--- src/rtl/apb_fifo_regif.sv ---
// apb_fifo_regif: APB3 register front-end for serial peripheral engines.
// Holds a TX FIFO (bus pushes, engine pops), an RX FIFO (engine pushes,
// bus pops), control/address/clock-divider registers, a status word made
// of live FIFO flags plus write-1-to-clear sticky flags, and a masked,
// registered interrupt. Everything lives in the pclk domain.

module apb_fifo_regif #(
  parameter int DATA_W     = 8,
  parameter int FIFO_DEPTH = 8,
  parameter int TX_WM      = 2,
  parameter int RX_WM      = 6,
  parameter int CTRL_W     = 11,
  parameter int ADDR_W     = 10,
  parameter int EVT_W      = 2
) (
  input  logic              i_pclk,
  input  logic              i_n_rst,
  input  logic [31:0]       i_paddr,
  input  logic [31:0]       i_pwdata,
  input  logic              i_psel,
  input  logic              i_penable,
  input  logic              i_pwrite,
  output logic [31:0]       o_prdata,
  output logic              o_pready,
  output logic              o_pslverr,
  output logic [DATA_W-1:0] o_tx_data,
  output logic              o_tx_valid,
  input  logic              i_tx_pop,
  input  logic [DATA_W-1:0] i_rx_data,
  input  logic              i_rx_push,
  input  logic [EVT_W-1:0]  i_evt,
  input  logic              i_ctrl_clr,
  output logic [CTRL_W-1:0] o_control,
  output logic [ADDR_W-1:0] o_address,
  output logic [31:0]       o_clk_div,
  output logic              o_irq
);

  localparam int PTR_W  = $clog2(FIFO_DEPTH);
  localparam int CNT_W  = PTR_W + 1;
  localparam int STK_W  = 4 + EVT_W;
  localparam int STAT_W = 12 + EVT_W;

  localparam logic [CNT_W-1:0] DEPTH_C = CNT_W'(FIFO_DEPTH);
  localparam logic [CNT_W-1:0] TX_WM_C = CNT_W'(TX_WM);
  localparam logic [CNT_W-1:0] RX_WM_C = CNT_W'(RX_WM);
  localparam logic [PTR_W-1:0] PTR_ONE = PTR_W'(1);
  localparam logic [CNT_W-1:0] CNT_ONE = CNT_W'(1);

  // Word offsets decoded from paddr[4:2]
  localparam logic [2:0] REG_TXDATA = 3'd0;
  localparam logic [2:0] REG_RXDATA = 3'd1;
  localparam logic [2:0] REG_CTRL   = 3'd2;
  localparam logic [2:0] REG_ADDR   = 3'd3;
  localparam logic [2:0] REG_CLKDIV = 3'd4;
  localparam logic [2:0] REG_STATUS = 3'd5;
  localparam logic [2:0] REG_IRQEN  = 3'd6;
  localparam logic [2:0] REG_LEVELS = 3'd7;

  // ---------------------------------------------------------------------
  // APB decode: an access is psel & penable; the setup phase does nothing
  // ---------------------------------------------------------------------
  logic       w_access;
  logic       w_wr;
  logic       w_rd;
  logic [2:0] w_sel;
  logic       w_unused;

  assign w_access = i_psel & i_penable;
  assign w_wr     = w_access & i_pwrite;
  assign w_rd     = w_access & ~i_pwrite;
  assign w_sel    = i_paddr[4:2];
  assign o_pready = 1'b1;
  assign w_unused = &{1'b0, i_paddr[31:5], i_paddr[1:0]};

  // ---------------------------------------------------------------------
  // TX FIFO: written from the bus, drained by the engine
  // ---------------------------------------------------------------------
  logic [DATA_W-1:0] r_tx_mem [FIFO_DEPTH];
  logic [PTR_W-1:0]  r_tx_wr_ptr;
  logic [PTR_W-1:0]  r_tx_rd_ptr;
  logic [CNT_W-1:0]  r_tx_count;
  logic              w_tx_full;
  logic              w_tx_empty;
  logic              w_tx_push_req;
  logic              w_tx_push;
  logic              w_tx_pop;
  logic              w_tx_ovf;
  logic              w_tx_unf;

  assign w_tx_full     = (r_tx_count == DEPTH_C);
  assign w_tx_empty    = (r_tx_count == '0);
  assign w_tx_push_req = w_wr & (w_sel == REG_TXDATA);
  assign w_tx_push     = w_tx_push_req & ~w_tx_full;
  assign w_tx_ovf      = w_tx_push_req & w_tx_full;
  assign w_tx_pop      = i_tx_pop & ~w_tx_empty;
  assign w_tx_unf      = i_tx_pop & w_tx_empty;
  assign o_tx_data     = r_tx_mem[r_tx_rd_ptr];
  assign o_tx_valid    = ~w_tx_empty;

  // TX storage array; contents are only meaningful between the pointers
  always_ff @(posedge i_pclk) begin
    if (w_tx_push) r_tx_mem[r_tx_wr_ptr] <= i_pwdata[DATA_W-1:0];
  end

  // TX pointers and occupancy; a simultaneous push and pop keep the count
  always_ff @(posedge i_pclk or negedge i_n_rst) begin
    if (!i_n_rst) begin
      r_tx_wr_ptr <= '0;
      r_tx_rd_ptr <= '0;
      r_tx_count  <= '0;
    end else begin
      if (w_tx_push) r_tx_wr_ptr <= r_tx_wr_ptr + PTR_ONE;
      if (w_tx_pop)  r_tx_rd_ptr <= r_tx_rd_ptr + PTR_ONE;
      case ({w_tx_push, w_tx_pop})
        2'b10:   r_tx_count <= r_tx_count + CNT_ONE;
        2'b01:   r_tx_count <= r_tx_count - CNT_ONE;
        default: r_tx_count <= r_tx_count;
      endcase
    end
  end

  // ---------------------------------------------------------------------
  // RX FIFO: filled by the engine, drained by RXDATA reads
  // ---------------------------------------------------------------------
  logic [DATA_W-1:0] r_rx_mem [FIFO_DEPTH];
  logic [PTR_W-1:0]  r_rx_wr_ptr;
  logic [PTR_W-1:0]  r_rx_rd_ptr;
  logic [CNT_W-1:0]  r_rx_count;
  logic              w_rx_full;
  logic              w_rx_empty;
  logic              w_rx_pop_req;
  logic              w_rx_push;
  logic              w_rx_pop;
  logic              w_rx_ovf;
  logic              w_rx_unf;
  logic [DATA_W-1:0] w_rx_head;

  assign w_rx_full    = (r_rx_count == DEPTH_C);
  assign w_rx_empty   = (r_rx_count == '0);
  assign w_rx_pop_req = w_rd & (w_sel == REG_RXDATA);
  assign w_rx_push    = i_rx_push & ~w_rx_full;
  assign w_rx_ovf     = i_rx_push & w_rx_full;
  assign w_rx_pop     = w_rx_pop_req & ~w_rx_empty;
  assign w_rx_unf     = w_rx_pop_req & w_rx_empty;
  assign w_rx_head    = r_rx_mem[r_rx_rd_ptr];

  // RX storage array; the read path returns the head before any pop
  always_ff @(posedge i_pclk) begin
    if (w_rx_push) r_rx_mem[r_rx_wr_ptr] <= i_rx_data;
  end

  // RX pointers and occupancy, same rules as the TX side
  always_ff @(posedge i_pclk or negedge i_n_rst) begin
    if (!i_n_rst) begin
      r_rx_wr_ptr <= '0;
      r_rx_rd_ptr <= '0;
      r_rx_count  <= '0;
    end else begin
      if (w_rx_push) r_rx_wr_ptr <= r_rx_wr_ptr + PTR_ONE;
      if (w_rx_pop)  r_rx_rd_ptr <= r_rx_rd_ptr + PTR_ONE;
      case ({w_rx_push, w_rx_pop})
        2'b10:   r_rx_count <= r_rx_count + CNT_ONE;
        2'b01:   r_rx_count <= r_rx_count - CNT_ONE;
        default: r_rx_count <= r_rx_count;
      endcase
    end
  end

  // ---------------------------------------------------------------------
  // Configuration registers
  // ---------------------------------------------------------------------
  logic [CTRL_W-1:0] r_control;
  logic [ADDR_W-1:0] r_address;
  logic [31:0]       r_clk_div;
  logic [STAT_W-1:0] r_irq_en;

  // Control register; the engine's clear beats a same-cycle bus write
  always_ff @(posedge i_pclk or negedge i_n_rst) begin
    if (!i_n_rst) begin
      r_control <= '0;
    end else if (i_ctrl_clr) begin
      r_control <= '0;
    end else if (w_wr && (w_sel == REG_CTRL)) begin
      r_control <= i_pwdata[CTRL_W-1:0];
    end
  end

  // Plain read/write registers: target address, divider, interrupt mask
  always_ff @(posedge i_pclk or negedge i_n_rst) begin
    if (!i_n_rst) begin
      r_address <= '0;
      r_clk_div <= '0;
      r_irq_en  <= '0;
    end else if (w_wr) begin
      if (w_sel == REG_ADDR)   r_address <= i_pwdata[ADDR_W-1:0];
      if (w_sel == REG_CLKDIV) r_clk_div <= i_pwdata;
      if (w_sel == REG_IRQEN)  r_irq_en  <= i_pwdata[STAT_W-1:0];
    end
  end

  assign o_control = r_control;
  assign o_address = r_address;
  assign o_clk_div = r_clk_div;

  // ---------------------------------------------------------------------
  // Sticky flags: {evt, tx_unf, rx_unf, rx_ovf, tx_ovf} map to status[8+]
  // ---------------------------------------------------------------------
  logic [STK_W-1:0]  r_sticky;
  logic [STK_W-1:0]  w_sticky_set;
  logic [STK_W-1:0]  w_sticky_clr;
  logic [STAT_W-1:0] w_status;

  assign w_sticky_set = {i_evt, w_tx_unf, w_rx_unf, w_rx_ovf, w_tx_ovf};
  assign w_sticky_clr = (w_wr && (w_sel == REG_STATUS)) ? i_pwdata[8 +: STK_W] : '0;

  // W1C clear first, then OR in new events so a coincident set survives
  always_ff @(posedge i_pclk or negedge i_n_rst) begin
    if (!i_n_rst) begin
      r_sticky <= '0;
    end else begin
      r_sticky <= (r_sticky & ~w_sticky_clr) | w_sticky_set;
    end
  end

  // Status word: live FIFO flags in the low byte, sticky flags above
  always_comb begin
    w_status           = '0;
    w_status[0]        = w_tx_full;
    w_status[1]        = w_tx_empty;
    w_status[2]        = w_rx_full;
    w_status[3]        = w_rx_empty;
    w_status[4]        = (r_tx_count <= TX_WM_C);
    w_status[5]        = (r_rx_count >= RX_WM_C);
    w_status[8 +: STK_W] = r_sticky;
  end

  // Interrupt is registered, so it trails any status change by one cycle
  always_ff @(posedge i_pclk or negedge i_n_rst) begin
    if (!i_n_rst) begin
      o_irq <= 1'b0;
    end else begin
      o_irq <= |(w_status & r_irq_en);
    end
  end

  // ---------------------------------------------------------------------
  // Read data and error response, driven only during the access cycle
  // ---------------------------------------------------------------------

  // Read mux; RXDATA returns zero when the FIFO has nothing to give
  always_comb begin
    o_prdata = '0;
    if (w_rd) begin
      case (w_sel)
        REG_RXDATA: if (!w_rx_empty) o_prdata = 32'(w_rx_head);
        REG_CTRL:   o_prdata = 32'(r_control);
        REG_ADDR:   o_prdata = 32'(r_address);
        REG_CLKDIV: o_prdata = r_clk_div;
        REG_STATUS: o_prdata = 32'(w_status);
        REG_IRQEN:  o_prdata = 32'(r_irq_en);
        REG_LEVELS: o_prdata = {16'(r_tx_count), 16'(r_rx_count)};
        default:    o_prdata = '0;
      endcase
    end
  end

  // Error on wrong-direction FIFO/LEVELS access, TX overflow, RX underflow
  always_comb begin
    o_pslverr = 1'b0;
    if (w_access) begin
      case (w_sel)
        REG_TXDATA: o_pslverr = ~i_pwrite | w_tx_full;
        REG_RXDATA: o_pslverr = i_pwrite | w_rx_empty;
        REG_LEVELS: o_pslverr = i_pwrite;
        default:    o_pslverr = 1'b0;
      endcase
    end
  end

endmodule

--- config.mk ---
export PLATFORM = sky130hd
export DESIGN_NAME = apb_fifo_regif
export DESIGN_NICKNAME = d
export VERILOG_FILES = /design/src/rtl/apb_fifo_regif.sv
export SDC_FILE = /design/constraint.sdc
export NUM_CORES = 1
export LEC_CHECK = 0
export ABC_AREA = 1
export BUFFER_PORTS_ARGS = -buffer_cell sky130_fd_sc_hd__buf_2
export CAP_MARGIN = 10
export CORE_MARGIN = 2
export CORE_UTILIZATION = 40
export CTS_CLUSTER_SIZE = 8
export DETAILED_ROUTE_END_ITERATION = 6
export GPL_TIMING_DRIVEN = 0
export PLACE_DENSITY = 0.56
export SLEW_MARGIN = 0
export SYNTH_ARGS = -nofsm -noshare
export SYNTH_HDL_FRONTEND = slang
export SYNTH_SLANG_ARGS = --single-unit
--- constraint.sdc ---
create_clock -name i_pclk -period 6.12 [get_ports i_pclk]
set_input_delay 1.836 -clock i_pclk [delete_from_list [all_inputs] [get_ports i_pclk]]
set_output_delay 1.836 -clock i_pclk [all_outputs]
set_load 0.005 [all_outputs]
Word-level counts from Yosys, hierarchy flattened
Memories as Yosys holds them, arrays and structs flattened.
Index checks and enable logic that the tools add are counted.
{"block": "word_totals", "n_memories": 2, "register_bits": 94, "output_inout_bits": 97, "ram_bits": 128}
{"name": "r_rx_mem", "words": 8, "word_bits": 8, "rd": 1, "rd_ports_with_merged_regs": 0, "write_ports": 1, "line_no": "126", "source": "logic [DATA_W-1:0] r_rx_mem [FIFO_DEPTH];"}
{"name": "r_tx_mem", "words": 8, "word_bits": 8, "rd": 1, "rd_ports_with_merged_regs": 0, "write_ports": 1, "line_no": "79", "source": "logic [DATA_W-1:0] r_tx_mem [FIFO_DEPTH];"}
{"block": "op_classes", "n_mux": 14, "bitwise_logic": 24, "n_reduce_logical": 12, "eq_ne": 13, "n_addsub": 8, "order_cmp": 2}
{"operator": "32-bit one-hot mux with 7 select lines", "n": 1}
{"operator": "32-bit 2-to-1 mux", "n": 1}
{"operator": "11-bit 2-to-1 mux", "n": 2}
{"operator": "4-bit one-hot mux with 2 select lines", "n": 2}
{"operator": "14-bit bitwise AND", "n": 1}
{"operator": "14-bit OR reduction", "n": 1}
{"operator": "1-bit bitwise AND", "n": 13}
{"operator": "3-bit by 1-bit adder with 3-bit output (second input constant)", "n": 4}
{"operator": "3-bit == test (second input constant)", "n": 4}
{"operator": "4-bit by 1-bit adder with 4-bit output (second input constant)", "n": 2}
{"operator": "4-bit == test (second input constant)", "n": 2}
{"operator": "4-bit zero test", "n": 2}
{"operator": "8-bit 2-to-1 mux", "n": 1}
{"operator": "4-bit by 1-bit subtractor with 4-bit output (second input constant)", "n": 2}
{"operator": "6-bit bitwise AND", "n": 1}
{"operator": "3-bit by 2-bit == test with 1-bit output (second input constant)", "n": 2}
{"operator": "6-bit 2-to-1 mux", "n": 1}
{"operator": "6-bit inverter", "n": 1}
{"operator": "6-bit bitwise OR", "n": 1}
{"operator": "2-bit AND reduction", "n": 3}
{"operator": "2-bit nonzero test", "n": 3}
{"operator": "1-bit 2-to-1 mux", "n": 5}
{"operator": "1-bit inverter", "n": 5}
{"operator": "2-bit by 1-bit == test with 1-bit output (second input constant)", "n": 2}
{"operator": "8 further kinds", "n": 11}

Depth between registers and ports, before layout
Gate-level depths: netlist (run 1).
{"block": "logic_depth", "depth_word": 7, "mapped_depth": 15, "depth_no_buf": 15}

Worst setup path before layout (run 1)
OpenSTA, ideal clock, no wires.
{"block": "synth_timing", "kind": "input port to output port", "startpoint": "in i_paddr[2]", "endpoint": "out o_prdata[4]", "stages": 7, "path_buffers": 2, "arrival_ns": 2.729, "path_slack_ns": 1.555, "cell_sequence": "buf_6 -> inv_2 -> nand3_1 -> buf_2 -> o21ai_0 -> nor2_1 -> a21oi_1"}
{"block": "synth_between", "elab_chain_cells": 3}
{"item": "start: declaration", "line_no": "18", "source": "input logic [31:0] i_paddr,"}
{"item": "3-bit == test (tied with other cells)", "line_no": "255", "source": "case (w_sel)"}
{"item": "32-bit one-hot mux with 7 select lines *", "line_no": "255"}
{"item": "32-bit 2-to-1 mux *", "line_no": "254", "source": "if (w_rd) begin"}
{"item": "end: declaration", "line_no": "23", "source": "output logic [31:0] o_prdata,"}
Mark *: on every way between the ends. The rest lies on a longest branch, timed or not.

Worst setup path after layout (run 1)
{"block": "layout_timing", "startpoint": "in i_pwrite", "endpoint": "out o_prdata[9]"}
{"block": "layout_between", "elab_chain_cells": 3}
{"item": "start: declaration", "line_no": "22", "source": "input logic i_pwrite,"}
{"item": "1-bit inverter", "line_no": "71", "source": "assign w_rd = w_access & ~i_pwrite;"}
{"item": "1-bit bitwise AND", "line_no": "71"}
{"item": "32-bit 2-to-1 mux", "line_no": "254"}
No other way between the ends.

==> results of run 1 <==
-- cell families after synthesis --
logic type | Yosys count
other | 1
multiplexers | 13
adder cells (fa/ha/maj) | 10
buffers and inverters | 193
flip-flops | 222
XOR/XNOR | 12
AND/OR/NAND/NOR | 456
AO/OA/AOI/OAI | 162
-- worst min path at each step --
| stage | startpoint | to |
|---|---|---|
| after floorplan | r_sticky[3] | r_sticky[3] |
| after global placement | r_sticky[3] | r_sticky[3] |
| after detailed placement | r_sticky[3] | r_sticky[3] |
| after CTS | r_sticky[3] | r_sticky[3] |
| after global routing | r_sticky[3] | r_sticky[3] |
| final | r_sticky[3] | r_sticky[3] |
-- flip-flops by register name (all words and copies together), names as in the netlist, 4 cells and up --
register and count:
r_tx_mem 64, o_address 10, r_irq_en 14, o_control 11, r_tx_count 4, o_clk_div 32
r_sticky 6, r_rx_count 4, r_rx_mem 64
-- where the power goes --
group | total [uW] | internal (uW) | leakage, uW | switching (uW)
Combinational | 1360 | 467 | 0.00281 | 892
Clock | 1550 | 940 | 0.000416 | 613
Sequential | 1970 | 1810 | 0.00228 | 157
Total | 4880 | 3220 | 0.00551 | 1660
-- cell type report --
| cell class | instances | area share, % |
|---|---|---|
| Multi-Input combinational cell | 654 | 26.1 |
| Timing Repair Buffer | 149 | 6.25 |
| Tap cell | 330 | 3.38 |
| Buffer | 44 | 1.86 |
| Clock buffer | 51 | 7.04 |
| Clock inverter | 1 | 0.0717 |
| Sequential cell | 222 | 50.7 |
| Inverter | 149 | 4.59 |
-- tightest hold or removal path, delay by kind of cell, from the launching register on --
kind             cells  cell delay (ps)
DFF                  1              350
and+or+nand+nor      2              110
-- per-stage QoR --
stage / setup slack, ps / util [%] / total power, uW / cells
floorplan: 1550 / - / 2830 / 1069
global placement: 861 / 45.1 / 3320 / 1545
detailed placement: 802 / 45.2 / 3350 / 1547
CTS: 828 / 48.6 / 4910 / 1599
global route: 659 / 48.7 / 5180 / 1600
finish: 813 / 48.7 / 4880 / 1600
-- metal layers --
| metal | track usage (%) | vias to the layer above | part of all wire (%) |
|---|---|---|---|
| met2 | 32.8 | 220 | 46 |
| met4 | 7.34 | 0 | 3.5 |
| met5 | 0 | - | 0 |
| li1 | - | 3897 | - |
| met1 | 29.3 | 3779 | 45 |
| met3 | 4.04 | 65 | 5.8 |
-- placed cells by master (no fill, tap or decap), types with 2 or more instances in the layout --
cell type                   netlist  final
sky130_fd_sc_hd__mux2i_1          8      8
sky130_fd_sc_hd__nor2_4           5      5
sky130_fd_sc_hd__buf_1            3      3
sky130_fd_sc_hd__buf_4            6      7
sky130_fd_sc_hd__buf_6            3      3
sky130_fd_sc_hd__nand2_4          2      2
sky130_fd_sc_hd__nor2_1          82     82
sky130_fd_sc_hd__a21oi_1         31     31
sky130_fd_sc_hd__ha_1            10     10
sky130_fd_sc_hd__inv_2            4      4
sky130_fd_sc_hd__clkbuf_16        0     31
sky130_fd_sc_hd__mux2_1           5      5
sky130_fd_sc_hd__dfrtp_1         94     94
sky130_fd_sc_hd__inv_1          140    140
sky130_fd_sc_hd__clkinv_1         4      4
sky130_fd_sc_hd__nand3b_1         2      2
sky130_fd_sc_hd__o21ai_0         93     93
sky130_fd_sc_hd__nand2_1        250    250
sky130_fd_sc_hd__xnor2_1          4      4
sky130_fd_sc_hd__nor3_1          24     24
sky130_fd_sc_hd__nand4_1         10     10
sky130_fd_sc_hd__buf_2           13    160
sky130_fd_sc_hd__edfxtp_1       128    128
sky130_fd_sc_hd__nand3_1         74     74
sky130_fd_sc_hd__o221ai_1         2      2
sky130_fd_sc_hd__or2_2            2      2
sky130_fd_sc_hd__clkbuf_1        18     37
sky130_fd_sc_hd__xor2_1           8      8
sky130_fd_sc_hd__o21ai_1          7      7
sky130_fd_sc_hd__o22ai_1         24     24
==> implementation parameters, run 1 <==
Parameter                              Value

STA
  Setup repair after global routing missed its margin ... false
  Slew HR ... 21.1%
  Clock tree skew after final layout ... 34.0 ps
  Tightest hold margin ... 486 ps
  Final hold violation count ... 0
  Post-route setup TNS ... 0 ps
  Final setup violation count ... 0
  Fmax ... 188 MHz
  Ratio of final minimum period to clock period ... 86.7%
  Min cycle time layout ... 5310 ps
  Final count of pins violating max slew ... 0
  Transition time at the pin with the least slew margin ... 1170 ps

Finish
  Layout overhead on the synthesized area ... 20.1%
  Filler cell count ... 2431
  Register cell area after layout ... 6200 um2
  Antenna cells ... 0
  Final layout net count ... 1343
  Final design area excluding fillers ... 12200 um2
  Area taken by multi-input logic gates ... 3190 um2
  Share of post-route cells with drive strength above 1 ... 17.6%

Routing
  Total Wirelength ... 28.2 mm
  Number of remaining DRC errors ... 0
  DRT antenna net count ... 0
  Wire length per cell ... 17.6 um
  Router iterations before antenna repair ... 4
  Via Count ... 7961
  Per-cell via count in the routed design ... 4.98
  Iter 0 DRT Violations ... 563

Clock network
  Count of cells resized by post-cts repair ... 0
  Count of buffers added by post-CTS timing repair for setup ... 0
  Hold_buf cts ... 0
  H-tree Lvls ... 1
  Number of sinks on the clock net ... 222
  Largest buffer count on any clock path ... 3
  Clock Latency Late Sink ... 560 ps
  CTS tree ... done
  Buffer cell driving the clock tree root ... sky130_fd_sc_hd__clkbuf_16
  Inserted Clock Buffers ... 31
  Reg clk slew, reported paths ... 50 ps

Worst setup path
  Worst path depth ... 7
  Internal reg-to-reg setup slack ... 3560 ps
  Length in cells of the worst reg-to-reg path ... 5
  Critical Path Start ... i_pwrite
  Cell Chain, Critical Path ... buf_2 > inv_2 > nand3_1 > clkbuf_1 > clkbuf_1 > a21oi_1 > buf_2
  Arrival time at the worst endpoint ... 3470 ps
  Maximum fanout count along the critical path ... 10
  Cell with the biggest individual delay on the critical path ... sky130_fd_sc_hd__clkbuf_1
  Worst flop-to-flop path endpoint ... r_tx_mem[0][0]
  Req. time, crit path ... 4280 ps
  Combined buffer and inverter count along the critical path ... 5
  Critical path class ... in -> out
  Crit end category ... output pin
  Startpoint of the worst register-to-register path ... r_tx_count[0]
  Launching element type of the critical path ... input port
  Crit-path max cell delay ... 600 ps
  CP delay by family, top ... buffers and inverters
  Timing endpoint of the critical path ... o_prdata[9]

Synth
  Main combinational cell family by area after synthesis ... simple AND/OR/NAND/NOR gates
  Post-Synth Adder-Cell Area ... 1.23%
  Multiplexer share of the synthesized area ... 1.34%
  Post-synthesis net count ... 1161
  Number of enable flip-flop cells after synthesis ... 128
  Netlist area before placement ... 10200 um2
  Warnings from Yosys ... 0
  Number of flip-flops and latches in the synthesized netlist ... 222
  Complex-gate fraction of the synthesized area ... 8.50%
  Sequential-to-total area share from yosys stat ... 60.9%
  Leading cell types by total area after synthesis ... sky130_fd_sc_hd__edfxtp_1 38%, sky130_fd_sc_hd__dfrtp_1 23%, sky130_fd_sc_hd__nand2_1 9.2%, sky130_fd_sc_hd__inv_1 5.2%, sky130_fd_sc_hd__o21ai_0 4.6%
  Post-synthesis cell count ... 1069
  Simple logic cell fraction of the synthesized area ... 19.2%
  Area share of xor/xnor cells in the synthesized design ... 1.03%
  Number of distinct library cells after synthesis ... 42
  Post-synthesis cell type with the largest combined area ... sky130_fd_sc_hd__edfxtp_1
  Area share of the largest cell type after synthesis ... 37.8%
  Async set-reset flop share out of synthesis ... 42.3%
  Commonest cells post-synth ... 250 x sky130_fd_sc_hd__nand2_1, 140 x sky130_fd_sc_hd__inv_1, 128 x sky130_fd_sc_hd__edfxtp_1
  Main flop type after synthesis ... sky130_fd_sc_hd__edfxtp_1
  Cell with the most instances after synthesis ... sky130_fd_sc_hd__nand2_1
  Per-instance average area after synthesis ... 9.52 um2

Outcome
  Run status ... completed

Place
  Final GP Congestion ... 0.856
  Placed inst area ... 11300 um2
  Port Buffers ... 146
  Placed wire-length estimate after detailed placement ... 20.1 mm

Global route
  Grt ovf ... 0
  Via count of the first global-routing pass ... 7741
  Antenna violations before repair ... 0
  GRT Util Overall ... 21.0%
  Largest net degree at the start of global routing ... 62
  Wire length of the first global-routing pass ... 43.2 mm

Power and ir drop
  VDD IR-drop max ... 0.247 mV
  Total power divided by cell area ... 399 nW/um2
  Leakage Power ... 0.00551 uW

Floorplanning
  Core area ... 25100 um2
  Die X-Extent ... 163 um
  Number of I/O pins ... 179
  Die area ... 26700 um2
  Effective utilization at floorplan ... 40.5%
  Number of cell rows ... 58
  Die Span Y ... 163 um

Hold path
  Worst hold stages ... 2
  Class of the most critical hold timing path ... reg -> reg

Job
  Maximum capacitance violations ... 0
No activity file was read; power rests on OpenSTA's default activity.
==> run 2, diff against run 1 <==
--- a/config.mk
+++ b/config.mk
@@ -8,12 +8,15 @@
 export ABC_AREA = 1
 export BUFFER_PORTS_ARGS = -buffer_cell sky130_fd_sc_hd__buf_2
 export CAP_MARGIN = 10
+export CELL_PAD_IN_SITES_DETAIL_PLACEMENT = 2
+export CELL_PAD_IN_SITES_GLOBAL_PLACEMENT = 2
 export CORE_MARGIN = 2
-export CORE_UTILIZATION = 40
+export CORE_UTILIZATION = 37
+export CTS_BUF_LIST = sky130_fd_sc_hd__clkbuf_8 sky130_fd_sc_hd__clkbuf_16
 export CTS_CLUSTER_SIZE = 8
 export DETAILED_ROUTE_END_ITERATION = 6
 export GPL_TIMING_DRIVEN = 0
-export PLACE_DENSITY = 0.56
+export PLACE_DENSITY = 0.8
 export SLEW_MARGIN = 0
 export SYNTH_ARGS = -nofsm -noshare
 export SYNTH_HDL_FRONTEND = slang
==> run 2 against run 1 <==
  * Combinational power grew 7%
  * Critical path type unchanged
  * Sequential power about the same
  * Global-route usage increased by 3.9 points
  * Via count rose by 7.2%
  * Clock power is essentially flat
  * Sequential cell count unchanged
  * Non-clock buffer count is 6 higher
  * Core utilization is 3.1 points lower
  * Sequential share of layout area down 0.28 points
  * Final area increased by 0.55%
==> implementation parameters, run 2 (same netlist as run 1, synthesis figures left out) <==
Parameter                              Value

Outcome
  Run status ... completed (unchanged)

STA
  Ratio of final minimum period to clock period ... 88.3% (was 86.7%)
  Min cycle time layout ... 5400 ps (was 5310 ps)
  Post-route setup TNS ... 0 ps (unchanged)
  Final setup violation count ... 0 (unchanged)
  Transition time at the pin with the least slew margin ... 954 ps (was 1170 ps)
  Fmax ... 185 MHz (was 188 MHz)
  Final count of pins violating max slew ... 0 (unchanged)
  Slew HR ... 36.1% (was 21.1%)
  Setup repair after global routing missed its margin ... false (unchanged)
  Final hold violation count ... 0 (unchanged)
  Clock tree skew after final layout ... 8.21 ps (was 34.0 ps)

Global route
  Antenna violations before repair ... 0 (unchanged)
  Via count of the first global-routing pass ... 9120 (was 7741)
  Wire length of the first global-routing pass ... 54.6 mm (was 43.2 mm)
  GRT Util Overall ... 24.8% (was 21.0%)
  Largest net degree at the start of global routing ... 50 (was 62)
  Grt ovf ... 0 (unchanged)

Routing
  Total Wirelength ... 35.7 mm (was 28.2 mm)
  Iter 0 DRT Violations ... 473 (was 563)
  Router iterations before antenna repair ... 5 (was 4)
  DRT antenna net count ... 0 (unchanged)
  Number of remaining DRC errors ... 0 (unchanged)
  Per-cell via count in the routed design ... 5.27 (was 4.98)
  Via Count ... 8535 (was 7961)
  Wire length per cell ... 22.0 um (was 17.6 um)

Clock network
  Count of buffers added by post-CTS timing repair for setup ... 0 (unchanged)
  Number of sinks on the clock net ... 222 (unchanged)
  H-tree Lvls ... 1 (unchanged)
  CTS tree ... done (unchanged)
  Hold_buf cts ... 0 (unchanged)
  Buffer cell driving the clock tree root ... sky130_fd_sc_hd__clkbuf_16 (unchanged)
  Inserted Clock Buffers ... 31 (unchanged)
  Largest buffer count on any clock path ... 3 (unchanged)
  Reg clk slew, reported paths ... 50 ps (about the same)
  Count of cells resized by post-cts repair ... 0 (unchanged)
  Clock Latency Late Sink ... 550 ps (was 560 ps)

Worst setup path
  Critical path class ... in -> out (unchanged)
  Req. time, crit path ... 4280 ps (about the same)
  Combined buffer and inverter count along the critical path ... 3 (was 5)
  Maximum fanout count along the critical path ... 10 (unchanged)
  Crit end category ... output pin (unchanged)
  CP dominant cell by count ... sky130_fd_sc_hd__buf_2
  CP delay by family, top ... simple AND/OR/NAND/NOR gates (was buffers and inverters)
  Cell Chain, Critical Path ... buf_2 > nor2_4 > nand2_4 > clkinv_1 > nand2_1 > o21ai_0 > nor2_1 > a21oi_1 > buf_2 (was buf_2 > inv_2 > nand3_1 > clkbuf_1 > clkbuf_1 > a21oi_1 > buf_2)
  Cell with the biggest individual delay on the critical path ... sky130_fd_sc_hd__clkinv_1 (was sky130_fd_sc_hd__clkbuf_1)
  Arrival time at the worst endpoint ... 3570 ps (was 3470 ps)
  Launching element type of the critical path ... input port (unchanged)
  Crit-path max cell delay ... 330 ps (was 600 ps)

Floorplanning
  Number of cell rows ... 60 (was 58)
  Die Span Y ... 170 um (was 163 um)
  Die X-Extent ... 170 um (was 163 um)
  Core area ... 27000 um2 (was 25100 um2)
  Die area ... 28800 um2 (was 26700 um2)
  Number of I/O pins ... 179 (unchanged)
  Effective utilization at floorplan ... 37.7% (was 40.5%)

Place
  Port Buffers ... 146 (unchanged)
  Placed wire-length estimate after detailed placement ... 25.5 mm (was 20.1 mm)
  Placed inst area ... 11400 um2 (was 11300 um2)
  Final GP Congestion ... 0.813 (was 0.856)

Finish
  Antenna cells ... 0 (unchanged)
  Commonest non-fill, non-tap cells in the layout ... 250 x sky130_fd_sc_hd__nand2_1, 163 x sky130_fd_sc_hd__inv_1, 160 x sky130_fd_sc_hd__buf_2, 128 x sky130_fd_sc_hd__edfxtp_1, 94 x sky130_fd_sc_hd__dfrtp_1 (was 250 x sky130_fd_sc_hd__nand2_1, 160 x sky130_fd_sc_hd__buf_2, 140 x sky130_fd_sc_hd__inv_1, 128 x sky130_fd_sc_hd__edfxtp_1, 94 x sky130_fd_sc_hd__dfrtp_1)
  Filler cell count ... 2991 (was 2431)
  Layout overhead on the synthesized area ... 20.8% (was 20.1%)
  Area taken by multi-input logic gates ... 3190 um2 (unchanged)
  Share of post-route cells with drive strength above 1 ... 17.8% (was 17.6%)
  Final layout net count ... 1349 (was 1343)
  Register cell area after layout ... 6200 um2 (unchanged)
  Final design area excluding fillers ... 12300 um2 (was 12200 um2)
  Most common library cell in the layout ignoring fill and taps ... sky130_fd_sc_hd__nand2_1 (unchanged)

Power and ir drop
  Total power draw ... 4970 uW (was 4880 uW)
  Total power divided by cell area ... 405 nW/um2 (was 399 nW/um2)
  VDD IR-drop max ... 0.238 mV (was 0.247 mV)
  Leakage Power ... 0.00564 uW (was 0.00551 uW)

Job
  Maximum capacitance violations ... 0 (unchanged)

Hold path
  Class of the most critical hold timing path ... reg -> reg (unchanged)
run 2: cell types whose count changed in the layout (fill, tap and decap cells not counted):
cell	before	now
sky130_fd_sc_hd__clkbuf_4	0	2
sky130_fd_sc_hd__clkbuf_8	1	0
sky130_fd_sc_hd__buf_12	1	0
sky130_fd_sc_hd__clkbuf_1	37	18
sky130_fd_sc_hd__buf_16	0	1
sky130_fd_sc_hd__buf_4	7	11
sky130_fd_sc_hd__inv_1	140	163
run 2: metrics by stage:
stage | cells | setup WS [ps] | hold WS (ps) | util [%]
floorplan | 1069 | 1550 | 442 | -
global placement | 1556 | 831 | 461 | 42.0
detailed placement | 1561 | 778 | 491 | 42.2
CTS | 1616 | 711 | 513 | 45.5
global route | 1620 | 579 | 533 | 45.6
finish | 1620 | 716 | 510 | 45.6
run 2: worst register-to-register path: stages, from the launching register on:
cell	delay [ps]
sky130_fd_sc_hd__dfrtp_1	470
sky130_fd_sc_hd__nor2_1	220
sky130_fd_sc_hd__nand3_1	390
sky130_fd_sc_hd__nand3_4	270
sky130_fd_sc_hd__ha_1	290
sky130_fd_sc_hd__nand2_1	90
sky130_fd_sc_hd__inv_1	80
sky130_fd_sc_hd__nor2_1	50
sky130_fd_sc_hd__ha_1	180
sky130_fd_sc_hd__a21oi_1	150
sky130_fd_sc_hd__xor2_1	160
sky130_fd_sc_hd__o21ai_0	100
run 2: report_power, final:
part	internal (uW)	switching [uW]	leakage, uW
clock	898	640	0.000509
sequential	1810	174	0.00228
combinational	468	985	0.00285
total	3180	1800	0.00564
run 2: per-layer routing:
metal	track usage, %	vias to the layer above	part of all wire (%)
met3	3.28	54	3.9
met4	6.73	0	2.7
li1	-	3906	-
met2	44.5	179	51
met5	0	-	0
met1	31.7	4396	43
run 2: final cells by class:
| cell class | count | area share, % |
|---|---|---|
| plain buffers | 44 | 1.85 |
| clock buffers | 31 | 6.31 |
| clock inverters | 24 | 0.774 |
| inverters | 149 | 4.56 |
| multi-input cells | 654 | 26.0 |
| flip-flops and latches | 222 | 50.4 |
| well taps | 341 | 3.47 |
| repair buffers | 155 | 6.64 |
run 2: final timing paths:
path / from / end / slack [ps] / cells after the start
setup / recovery: i_paddr[3] / o_prdata[6] / 720 / 9
hold reg to reg: o_clk_div[19] / o_clk_div[19] / 510 / 1
max in group asynchronous: i_n_rst / o_clk_div[23] / 4080 / 2
min in group asynchronous: i_n_rst / o_address[6] / 1340 / 1
hold / removal: o_clk_div[19] / o_clk_div[19] / 510 / 1
setup reg to reg: r_tx_count[1] / r_tx_count[2] / 3530 / 11
==> run 3, diff against run 2 <==
--- a/config.mk
+++ b/config.mk
@@ -5,18 +5,19 @@
 export SDC_FILE = /design/constraint.sdc
 export NUM_CORES = 1
 export LEC_CHECK = 0
-export ABC_AREA = 1
+export ABC_AREA = 0
 export BUFFER_PORTS_ARGS = -buffer_cell sky130_fd_sc_hd__buf_2
 export CAP_MARGIN = 10
 export CELL_PAD_IN_SITES_DETAIL_PLACEMENT = 2
 export CELL_PAD_IN_SITES_GLOBAL_PLACEMENT = 2
 export CORE_MARGIN = 2
-export CORE_UTILIZATION = 37
+export CORE_UTILIZATION = 40
 export CTS_BUF_LIST = sky130_fd_sc_hd__clkbuf_8 sky130_fd_sc_hd__clkbuf_16
+export CTS_CLUSTER_DIAMETER = 150
 export CTS_CLUSTER_SIZE = 8
 export DETAILED_ROUTE_END_ITERATION = 6
 export GPL_TIMING_DRIVEN = 0
-export PLACE_DENSITY = 0.8
+export PLACE_DENSITY = 0.77
 export SLEW_MARGIN = 0
 export SYNTH_ARGS = -nofsm -noshare
 export SYNTH_HDL_FRONTEND = slang
==> run 3 against run 2 <==
  * Via count fell by 27%
  * Clock skew rose by 0.97 ps
  * Sequential share of layout area rose by 1.6 points
  * Non-clock buffer count fell by 10
  * Worst setup slack got worse by 130 ps
==> implementation parameters, run 3 <==
Parameter                              Value

STA
  Fmax ... 181 MHz (was 185 MHz)
  Setup repair after global routing missed its margin ... false (unchanged)
  Transition time at the pin with the least slew margin ... 1030 ps (was 954 ps)
  Final count of pins violating max slew ... 0 (unchanged)
  Slew HR ... 30.9% (was 36.1%)
  Final setup violation count ... 0 (unchanged)
  Final hold violation count ... 0 (unchanged)
  Ratio of final minimum period to clock period ... 90.4% (was 88.3%)
  Clock tree skew after final layout ... 9.18 ps (was 8.21 ps)
  Tightest hold margin ... 495 ps (was 510 ps)
  Post-route setup TNS ... 0 ps (unchanged)
  Min cycle time layout ... 5530 ps (was 5400 ps)

Worst setup path
  Cell with the biggest individual delay on the critical path ... sky130_fd_sc_hd__nor3_1 (was sky130_fd_sc_hd__clkinv_1)
  Critical path class ... in -> out (unchanged)
  Arrival time at the worst endpoint ... 3700 ps (was 3570 ps)
  Crit-path max cell delay ... 610 ps (was 330 ps)
  Startpoint of the worst register-to-register path ... r_tx_count[2] (was r_tx_count[1])
  CP dominant cell by count ... sky130_fd_sc_hd__buf_2 (unchanged)
  Crit end category ... output pin (unchanged)
  Launching element type of the critical path ... input port (unchanged)
  Maximum fanout count along the critical path ... 10 (unchanged)
  Internal reg-to-reg setup slack ... 3160 ps (was 3530 ps)
  Length in cells of the worst reg-to-reg path ... 12 (was 11)
  Worst flop-to-flop path endpoint ... r_tx_count[2] (unchanged)
  Cell Chain, Critical Path ... buf_2 > buf_4 > buf_2 > nor3_1 > clkbuf_1 > and2_1 > buf_2 (was buf_2 > nor2_4 > nand2_4 > clkinv_1 > nand2_1 > o21ai_0 > nor2_1 > a21oi_1 > buf_2)
  Req. time, crit path ... 4280 ps (about the same)

Synth
  Number of flip-flops and latches in the synthesized netlist ... 222 (unchanged)
  Post-synthesis cell type with the largest combined area ... sky130_fd_sc_hd__edfxtp_1 (unchanged)
  Sequential-to-total area share from yosys stat ... 63.3% (was 60.9%)
  Number of distinct library cells after synthesis ... 63 (was 42)
  Cell with the most instances after synthesis ... sky130_fd_sc_hd__edfxtp_1 (was sky130_fd_sc_hd__nand2_1)
  Commonest cells post-synth ... 128 x sky130_fd_sc_hd__edfxtp_1, 94 x sky130_fd_sc_hd__dfrtp_1, 74 x sky130_fd_sc_hd__mux2_2 (was 250 x sky130_fd_sc_hd__nand2_1, 140 x sky130_fd_sc_hd__inv_1, 128 x sky130_fd_sc_hd__edfxtp_1)
  Async set-reset flop share out of synthesis ... 42.3% (unchanged)
  Number of enable flip-flop cells after synthesis ... 128 (unchanged)
  Post-synthesis net count ... 721 (was 1161)
  Post-synthesis cell count ... 629 (was 1069)
  Main flop type after synthesis ... sky130_fd_sc_hd__edfxtp_1 (unchanged)
  Leading cell types by total area after synthesis ... sky130_fd_sc_hd__edfxtp_1 39%, sky130_fd_sc_hd__dfrtp_1 24%, sky130_fd_sc_hd__mux2_2 8.5%, sky130_fd_sc_hd__mux4_2 6.2%, sky130_fd_sc_hd__mux2i_1 2.6% (was sky130_fd_sc_hd__edfxtp_1 38%, sky130_fd_sc_hd__dfrtp_1 23%, sky130_fd_sc_hd__nand2_1 9.2%, sky130_fd_sc_hd__inv_1 5.2%, sky130_fd_sc_hd__o21ai_0 4.6%)
  Warnings from Yosys ... 0 (unchanged)
  Netlist area before placement ... 9790 um2 (was 10200 um2)
  Per-instance average area after synthesis ... 15.6 um2 (was 9.52 um2)
  Area share of the largest cell type after synthesis ... 39.2% (was 37.8%)

Power and ir drop
  VDD IR-drop max ... 0.249 mV (was 0.238 mV)
  Leakage Power ... 0.00491 uW (was 0.00564 uW)
  Total power divided by cell area ... 392 nW/um2 (was 405 nW/um2)

Routing
  Per-cell via count in the routed design ... 5.38 (was 5.27)
  Router iterations before antenna repair ... 4 (was 5)
  Number of remaining DRC errors ... 0 (unchanged)
  Wire length per cell ... 24.9 um (was 22.0 um)
  DRT antenna net count ... 0 (unchanged)
  Total Wirelength ... 28.9 mm (was 35.7 mm)
  Iter 0 DRT Violations ... 307 (was 473)
  Via Count ... 6246 (was 8535)

Place
  Placed inst area ... 11000 um2 (was 11400 um2)
  Final GP Congestion ... 0.830 (was 0.813)
  Port Buffers ... 147 (was 146)
  Placed wire-length estimate after detailed placement ... 21.3 mm (was 25.5 mm)

Floorplanning
  Number of I/O pins ... 179 (unchanged)
  Die area ... 25800 um2 (was 28800 um2)
  Die X-Extent ... 160 um (was 170 um)
  Number of cell rows ... 57 (was 60)
  Effective utilization at floorplan ... 40.5% (was 37.7%)
  Die Span Y ... 160 um (was 170 um)
  Core area ... 24200 um2 (was 27000 um2)

Clock network
  Count of cells resized by post-cts repair ... 0 (unchanged)
  Count of buffers added by post-CTS timing repair for setup ... 0 (unchanged)
  Inserted Clock Buffers ... 31 (unchanged)
  H-tree Lvls ... 1 (unchanged)
  Reg clk slew, reported paths ... 50 ps (about the same)
  Buffer cell driving the clock tree root ... sky130_fd_sc_hd__clkbuf_16 (unchanged)
  Number of sinks on the clock net ... 222 (unchanged)
  Hold_buf cts ... 0 (unchanged)
  Largest buffer count on any clock path ... 3 (unchanged)
  CTS tree ... done (unchanged)
  Clock Latency Late Sink ... 540 ps (was 550 ps)

Finish
  Share of post-route cells with drive strength above 1 ... 39.8% (was 17.8%)
  Final cell utilization of the core ... 49.3% (was 45.6%)
  Final design area excluding fillers ... 11900 um2 (was 12300 um2)
  Layout overhead on the synthesized area ... 21.6% (was 20.8%)
  Final layout net count ... 908 (was 1349)
  Commonest non-fill, non-tap cells in the layout ... 160 x sky130_fd_sc_hd__buf_2, 128 x sky130_fd_sc_hd__edfxtp_1, 94 x sky130_fd_sc_hd__dfrtp_1, 74 x sky130_fd_sc_hd__mux2_2, 31 x sky130_fd_sc_hd__clkbuf_16 (was 250 x sky130_fd_sc_hd__nand2_1, 163 x sky130_fd_sc_hd__inv_1, 160 x sky130_fd_sc_hd__buf_2, 128 x sky130_fd_sc_hd__edfxtp_1, 94 x sky130_fd_sc_hd__dfrtp_1)
  Most common library cell in the layout ignoring fill and taps ... sky130_fd_sc_hd__buf_2 (was sky130_fd_sc_hd__nand2_1)

Global route
  Antenna violations before repair ... 1 (was 0)
  GRT Util Overall ... 22.7% (was 24.8%)
  Via count of the first global-routing pass ... 7131 (was 9120)
  Wire length of the first global-routing pass ... 44.1 mm (was 54.6 mm)
  Grt ovf ... 0 (unchanged)
  Largest net degree at the start of global routing ... 49 (was 50)

Hold path
  Worst hold stages ... 1 (unchanged)
  HP Start ... o_clk_div[14] (was o_clk_div[19])
  Class of the most critical hold timing path ... reg -> reg (unchanged)
  Hold Crit Endpoint ... o_clk_div[14] (was o_clk_div[19])

Outcome
  Run status ... completed (unchanged)

Job
  Maximum capacitance violations ... 0 (unchanged)
[run 3: logic make-up after synthesis]
| group | Yosys count | synth area share [%] |
|---|---|---|
| mux | 130 | 18.2 |
| buf+inv | 43 | 2.39 |
| compound gates | 76 | 5.71 |
| flops | 222 | 63.3 |
| xor+xnor | 20 | 1.79 |
| simple gates | 127 | 7.35 |
| fa+ha+maj | 10 | 1.28 |
| other cells | 1 | 0.0383 |
[run 3: worst max-delay path: cells and delay by family]
kind / cells / cell delay, ps
AND/OR/NAND/NOR: 2 / 800
buffers and inverters: 5 / 1060
[run 3: metrics by stage]
stage	setup slack, ps	power (uW)	std cells
after floorplan	1330	2720	629
after global placement	650	3070	1100
after detailed placement	563	3180	1105
after CTS	556	4730	1158
after global routing	430	4900	1161
final	586	4670	1161
[run 3: how the worst max path moves through the flow]
stage,start,endpoint,slack (ps),cells past startpoint
6_report,i_paddr[2],o_prdata[21],590,7
4_1_cts,i_paddr[2],o_prdata[21],560,7
3_5_place_dp,i_paddr[2],o_prdata[21],560,7
5_1_grt,i_paddr[2],o_prdata[24],430,7
3_3_place_gp,i_paddr[2],o_prdata[21],650,7
2_1_floorplan,i_paddr[3],o_prdata[1],1330,6
[run 3: layout make-up]
type | count | area, um2
sequential | 222 | 6200
inverter | 8 | 30.0
fill | 2239 | 12300
clock buffer | 32 | 790
antenna | 1 | 2.50
tap | 324 | 405
multi-input combinational | 364 | 3400
timing repair buffer | 154 | 806
clock inverter | 21 | 83.8
buffer | 35 | 204
[run 3: power by group]
group | leakage (uW) | total, uW | switching (uW) | internal, uW
Clock | 0.000500 | 1530 | 618 | 909
Sequential | 0.00234 | 1980 | 178 | 1800
Combinational | 0.00207 | 1160 | 590 | 568
[run 3: routing by layer]
metal / track usage (%) / vias to the layer above / share of wire [%]
met4: 7.21 / 0 / 2.8
met2: 42.4 / 147 / 55
met3: 3.77 / 51 / 4.2
met1: 26.4 / 3264 / 38
met5: 0 / - / 0
li1: - / 2784 / -
